--- src/rtl/rggen_bit_field_wo_ext_if.sv ---
// Register-bus side of a single bit field: write strobe/data/mask in, read data and value out.
interface rggen_bit_field_if #(
  parameter int WIDTH = 8
);
  logic             valid;
  logic [WIDTH-1:0] write_data;
  logic [WIDTH-1:0] write_mask;
  logic [WIDTH-1:0] read_data;
  logic [WIDTH-1:0] value;

  modport master (
    output valid, write_data, write_mask,
    input  read_data, value
  );

  modport bit_field (
    input  valid, write_data, write_mask,
    output read_data, value
  );
endinterface

--- src/rtl/rggen_bit_field_wo_ext.sv ---
// Write-only bit field with HOLD/ONCE/PULSE modes and an optional write-notification queue.
// Define RGGEN_BIT_FIELD_WO_EXT_QUEUE_EN to build the notification queue; otherwise its outputs are tied low.
module rggen_bit_field_wo_ext #(
  parameter int               WIDTH         = 8,
  parameter logic [WIDTH-1:0] INITIAL_VALUE = '0,
  parameter int               MODE          = 0,
  parameter int               PULSE_CYCLES  = 1,
  parameter int               DEPTH         = 2
) (
  input  logic                  i_clk,
  input  logic                  i_rst,
  rggen_bit_field_if.bit_field  bit_field_if,
  output logic [WIDTH-1:0]      o_value,
  output logic                  o_write_valid,
  output logic [WIDTH-1:0]      o_write_data,
  input  logic                  i_write_ready,
  output logic                  o_overflow
);
  localparam int MODE_HOLD  = 0;
  localparam int MODE_ONCE  = 1;
  localparam int MODE_PULSE = 2;

  if (MODE < MODE_HOLD || MODE > MODE_PULSE) begin : g_bad_mode
    $error("rggen_bit_field_wo_ext: MODE must be 0, 1 or 2");
  end
  if (WIDTH < 1 || WIDTH > 64) begin : g_bad_width
    $error("rggen_bit_field_wo_ext: WIDTH must be 1..64");
  end
  if (PULSE_CYCLES < 1 || PULSE_CYCLES > 255) begin : g_bad_pulse
    $error("rggen_bit_field_wo_ext: PULSE_CYCLES must be 1..255");
  end
  if (DEPTH < 1 || DEPTH > 16) begin : g_bad_depth
    $error("rggen_bit_field_wo_ext: DEPTH must be 1..16");
  end

  logic [WIDTH-1:0] value_reg;
  logic [7:0]       counter_reg;
  logic             lock_reg;
  logic [WIDTH-1:0] merged;
  logic             accept;

  for (genvar gi = 0; gi < WIDTH; gi++) begin : g_merge
    assign merged[gi] = bit_field_if.write_mask[gi] ? bit_field_if.write_data[gi] : value_reg[gi];
  end

  // Once locked, ONCE mode behaves as if no write ever arrived.
  assign accept = bit_field_if.valid && ((MODE != MODE_ONCE) || !lock_reg);

  always_ff @(posedge i_clk) begin
    if (i_rst) begin
      value_reg   <= INITIAL_VALUE;
      counter_reg <= '0;
      lock_reg    <= 1'b0;
    end else if (accept) begin
      value_reg <= merged;
      if (MODE == MODE_ONCE) begin
        lock_reg <= 1'b1;
      end
      if (MODE == MODE_PULSE) begin
        counter_reg <= 8'(PULSE_CYCLES);
      end
    end else if ((MODE == MODE_PULSE) && (counter_reg != '0)) begin
      counter_reg <= counter_reg - 8'd1;
      if (counter_reg == 8'd1) begin
        value_reg <= INITIAL_VALUE;
      end
    end
  end

  assign bit_field_if.read_data = '0;
  assign bit_field_if.value     = value_reg;
  assign o_value                = value_reg;

`ifdef RGGEN_BIT_FIELD_WO_EXT_QUEUE_EN
  localparam int PW = (DEPTH > 1) ? $clog2(DEPTH) : 1;
  localparam int CW = $clog2(DEPTH + 1);

  logic [WIDTH-1:0] mem [DEPTH];
  logic [PW-1:0]    rd_ptr_reg;
  logic [PW-1:0]    wr_ptr_reg;
  logic [CW-1:0]    count_reg;
  logic             overflow_reg;
  logic             pop;
  logic             full;
  logic             push_ok;

  function automatic logic [PW-1:0] wrap_inc(input logic [PW-1:0] p);
    return (p == PW'(DEPTH - 1)) ? '0 : p + PW'(1);
  endfunction

  assign pop     = (count_reg != '0) && i_write_ready;
  assign full    = (count_reg == CW'(DEPTH));
  // A same-cycle pop frees the slot, so a full queue still takes the new entry.
  assign push_ok = accept && (!full || pop);

  always_ff @(posedge i_clk) begin
    if (!i_rst && push_ok) begin
      mem[wr_ptr_reg] <= merged;
    end
  end

  always_ff @(posedge i_clk) begin
    if (i_rst) begin
      rd_ptr_reg   <= '0;
      wr_ptr_reg   <= '0;
      count_reg    <= '0;
      overflow_reg <= 1'b0;
    end else begin
      if (push_ok) begin
        wr_ptr_reg <= wrap_inc(wr_ptr_reg);
      end
      if (pop) begin
        rd_ptr_reg <= wrap_inc(rd_ptr_reg);
      end
      count_reg <= count_reg + CW'(push_ok) - CW'(pop);
      if (accept && !push_ok) begin
        overflow_reg <= 1'b1;
      end
    end
  end

  assign o_write_valid = (count_reg != '0);
  assign o_write_data  = o_write_valid ? mem[rd_ptr_reg] : '0;
  assign o_overflow    = overflow_reg;
`else
  logic unused_write_ready;
  assign unused_write_ready = i_write_ready;
  assign o_write_valid      = 1'b0;
  assign o_write_data       = '0;
  assign o_overflow         = 1'b0;
`endif
endmodule
--- src/flat_wrapper.sv ---
// flat-port wrapper written by rule: the top's interface ports become plain ports
module rggen_bit_field_wo_ext_flat 
#(
  parameter int               WIDTH         = 8,
  parameter logic [WIDTH-1:0] INITIAL_VALUE = '0,
  parameter int               MODE          = 0,
  parameter int               PULSE_CYCLES  = 1,
  parameter int               DEPTH         = 2
)
  (i_clk, i_rst, o_value, o_write_valid, o_write_data, i_write_ready, o_overflow, bit_field_if_valid, bit_field_if_write_data, bit_field_if_write_mask, bit_field_if_read_data, bit_field_if_value);
  rggen_bit_field_if #(.WIDTH(WIDTH)) bit_field_if_i ();
  input  logic i_clk;
  input  logic i_rst;
  output logic [WIDTH-1:0] o_value;
  output logic o_write_valid;
  output logic [WIDTH-1:0] o_write_data;
  input  logic i_write_ready;
  output logic o_overflow;
  input wire logic [$bits(bit_field_if_i.valid)-1:0] bit_field_if_valid;
  input wire logic [$bits(bit_field_if_i.write_data)-1:0] bit_field_if_write_data;
  input wire logic [$bits(bit_field_if_i.write_mask)-1:0] bit_field_if_write_mask;
  output wire logic [$bits(bit_field_if_i.read_data)-1:0] bit_field_if_read_data;
  output wire logic [$bits(bit_field_if_i.value)-1:0] bit_field_if_value;
  assign bit_field_if_i.valid = bit_field_if_valid;
  assign bit_field_if_i.write_data = bit_field_if_write_data;
  assign bit_field_if_i.write_mask = bit_field_if_write_mask;
  assign bit_field_if_read_data = bit_field_if_i.read_data;
  assign bit_field_if_value = bit_field_if_i.value;
  rggen_bit_field_wo_ext #(.WIDTH(WIDTH), .INITIAL_VALUE(INITIAL_VALUE), .MODE(MODE), .PULSE_CYCLES(PULSE_CYCLES), .DEPTH(DEPTH)) u_core (.i_clk(i_clk), .i_rst(i_rst), .bit_field_if(bit_field_if_i), .o_value(o_value), .o_write_valid(o_write_valid), .o_write_data(o_write_data), .i_write_ready(i_write_ready), .o_overflow(o_overflow));
endmodule
--- config.mk ---
export PLATFORM = sky130hd
export DESIGN_NAME = rggen_bit_field_wo_ext_flat
export DESIGN_NICKNAME = d
export VERILOG_FILES = /design/src/rtl/rggen_bit_field_wo_ext_if.sv /design/src/rtl/rggen_bit_field_wo_ext.sv /design/src/flat_wrapper.sv
export SDC_FILE = /design/constraint.sdc
export NUM_CORES = 1
export LEC_CHECK = 0
export CAP_MARGIN = 20
export CORE_ASPECT_RATIO = 0.8
export CORE_MARGIN = 2
export CORE_UTILIZATION = 32
export CTS_BUF_LIST = sky130_fd_sc_hd__clkbuf_8
export CTS_CLUSTER_DIAMETER = 40
export DETAILED_ROUTE_END_ITERATION = 12
export GPL_ROUTABILITY_DRIVEN = 0
export HOLD_SLACK_MARGIN = 0.06
export PLACE_DENSITY = 0.86
export SLEW_MARGIN = 10
export SYNTH_ARGS = -nofsm -noshare
export SYNTH_HDL_FRONTEND = slang
export SYNTH_SLANG_ARGS = --single-unit
--- constraint.sdc ---
create_clock -name i_clk -period 1.4 [get_ports i_clk]
set_input_delay 0.21 -clock i_clk [delete_from_list [all_inputs] [get_ports i_clk]]
set_output_delay 0.21 -clock i_clk [all_outputs]
set_load 0.01 [all_outputs]
==> run summary <==
DR pass1 iterations: 2
Post-detail-place hpwl: 866.4 um
Post-CTS Repair Setup Buffers: 0
Core region area: 0.001610 sq mm
Via count: 440
Post-synthesis cell type with the largest combined area: buf_4
Commonest cells after routing, fill and taps aside: clkdlybuf4s50_1 (34), conb_1 (18), nand3_1 (8), a21oi_1 (8), dfxtp_1 (8)
Highest Signal Layer: met3
Drt via density: 4.000
Shortest period the worst path allows: 1.327 ns
Maximum net fanout on the critical path: 3
Number of flip-flops in the largest register: 8
Clk root buf: clkbuf_8
Worst Setup Start Kind: flip-flop
Setup repair after global routing missed its margin: no
Layout cell share with drive strength beyond 1: 0.1136
# hold bufs at CTS: 0
Fill cells: 151
Total Routed Length: 1101 um
Synth Area in Compound Gates: 0.2202
Number of nets still failing antenna checks after routing: 0
Max IR drop VDD: 671.7 uV
H-tree depth reported by CTS: 1
Post-synthesis share of cell area spent on full adders, half adders and majority gates: 0
Max-slew violation count: 0
Post-layout net count: 110
Upper clock frequency limit: 753.8 MHz
Xor and xnor fraction of the mapped netlist area: 0
TritonCTS Buffers: 3
Antenna violations before repair: 0
Count of buffers from port buffering: 34
Gate family responsible for the most delay along the worst path: buffers and inverters
Clock Sink Count: 8
Total number of placement rows: 13
Status: finished, final reports clean
Met2 Routed Length: 504 um
Area Overhead vs Synth: 49.77%
Data arrival time of the critical path: 1.12 ns
Synthesized cell area: 545.5 sq um
Worst path cell trace: clkdlybuf4s50_1
Clock-pin slew on the worst setup and hold paths: 0.04 ns
Maximum single-stage delay on the critical path: 0.55 ns
Post-cts repair resize count: 0
Endpoint kind of the worst setup timing path: output port
Number of synthesized register bits: 8
Die Outline Area: 0.002053 sq mm
Power Dens Cells: 831.8 mW/mm^2
Total chip power: 679.6 uW
Count of max-cap constraint violations: 0
Initial DRC count: 2
Via count of the first global-routing pass: 405
Static Leak: 0.0003306 uW
Share of synthesized area occupied by flip-flops and latches: 0.2936
Global-route wire length before repair: 1711 um
Width of the die: 50.16 um
Finish-stage setup viols: 0
Count of mapped cells out of synthesis: 62
DP Cell Count: 107
Pin count of the biggest net entering global routing: 17
Fin Clk Skew: 0 ns
Top post-synthesis cells by area: buf_4 (36%), dfxtp_1 (29%), a21bo_2 (11%), a21oi_1 (7.3%), nand3_1 (7.3%)
Setup_tns: 0 ns
Initial cell density of the core: 0.3388
Clock tree from TritonCTS: built
Post-layout instance count excluding filler cells: 110
DRC errors left: 0
Per-cell routed wire length: 10.01 um
Sequential Area: 160.2 sq um
Number of top-level design ports: 54
Mux share of post-synthesis cell area: 0
Final number of hold-violating endpoints: 0
Overall Global Routing Usage: 0.1223
Number of buffers and inverters on the critical path: 1
Clock latency reported for the late side of the worst-skew pair: 0.22 ns
Height of the die: 40.93 um
Footprint of the multi-input gates: 227.7 sq um
Average instance area after synthesis: 8.799 sq um
Total congestion overflow: 0
Fraction of the cycle the final worst path needs: 0.9475
Worst EP required: 1.19 ns
Worst min-delay path class: input port to flip-flop
Dominant combinational cell family by area after synthesis: buffers and inverters
Most frequent standard cell in the layout excluding fill and tap cells: clkdlybuf4s50_1
Sum of met3 wire segment lengths after detailed routing: 154 um
Yosys Warn Count: 0
Cell type of the slowest stage on the worst timing path: clkdlybuf4s50_1
Maximum count of clock buffers along a single path: 2
Number of library cell types mapped by synthesis: 9
Wire length on met1: 442 um
Fraction of post-synthesis cell area in the top cell type by area: 0.3578
Antenna Diode Count: 0
Simple logic cell fraction of the synthesized area: 0.07339
Type of the worst setup path: flip-flop to output port
cell type report:
| class | count | share of cell area |
|---|---|---|
| Sequential cell | 8 | 0.1960 |
| Clock buffer | 3 | 0.05054 |
| Timing Repair Buffer | 35 | 0.4410 |
| Multi-Input combinational cell | 42 | 0.2787 |
| Tap cell | 22 | 0.03369 |
cell usage after synthesis, drive strengths merged:
| cell type | number |
|---|---|
| dfxtp | 8 |
| a21oi | 8 |
| buf | 29 |
| nand3 | 8 |
| conb | 1 |
| a21bo | 8 |
metrics by stage:
step	hold WS [ns]	setup slack [ns]	instance area (sq um)	util
after floorplan	0.3575	0.6239	609.3	-
after global placement	0.5732	0.1809	775.7	0.4817
after detailed placement	0.5829	0.1595	775.7	0.4817
after CTS	0.5413	0.05176	817.0	0.5074
after global routing	0.5485	0.01371	817.0	0.5074
final	0.5500	0.07347	817.0	0.5074
final timing paths:
kind              depth (start not counted)                    startpoint                           end  slack [ns]
hold reg to reg                           2  u_core.bit_field_if.value[6]  u_core.bit_field_if.value[6]        0.59
setup / recovery                          1  u_core.bit_field_if.value[0]                    o_value[0]        0.07
setup reg to reg                          2  u_core.bit_field_if.value[2]  u_core.bit_field_if.value[2]        0.63
hold / removal                            3    bit_field_if_write_data[5]  u_core.bit_field_if.value[5]        0.55
logic make-up after synthesis:
| kind of cell | Yosys count |
|---|---|
| and+or+nand+nor | 8 |
| buffers and inverters | 29 |
| AOI/OAI and AO/OA | 16 |
| DFF | 8 |
| other | 1 |
per-layer routing:
layer / up-vias / GRT usage
met2: 37 / 0.2401
met5: - / 0
li1: 214 / -
met4: 0 / 0.02083
met3: 0 / 0.08759
met1: 189 / 0.1065
power by group:
part	internal (uW)	switching, uW
combinational	97.3	66.1
sequential	240	6.82
clock	186	84.0
Power figures use the tool's default switching activity.
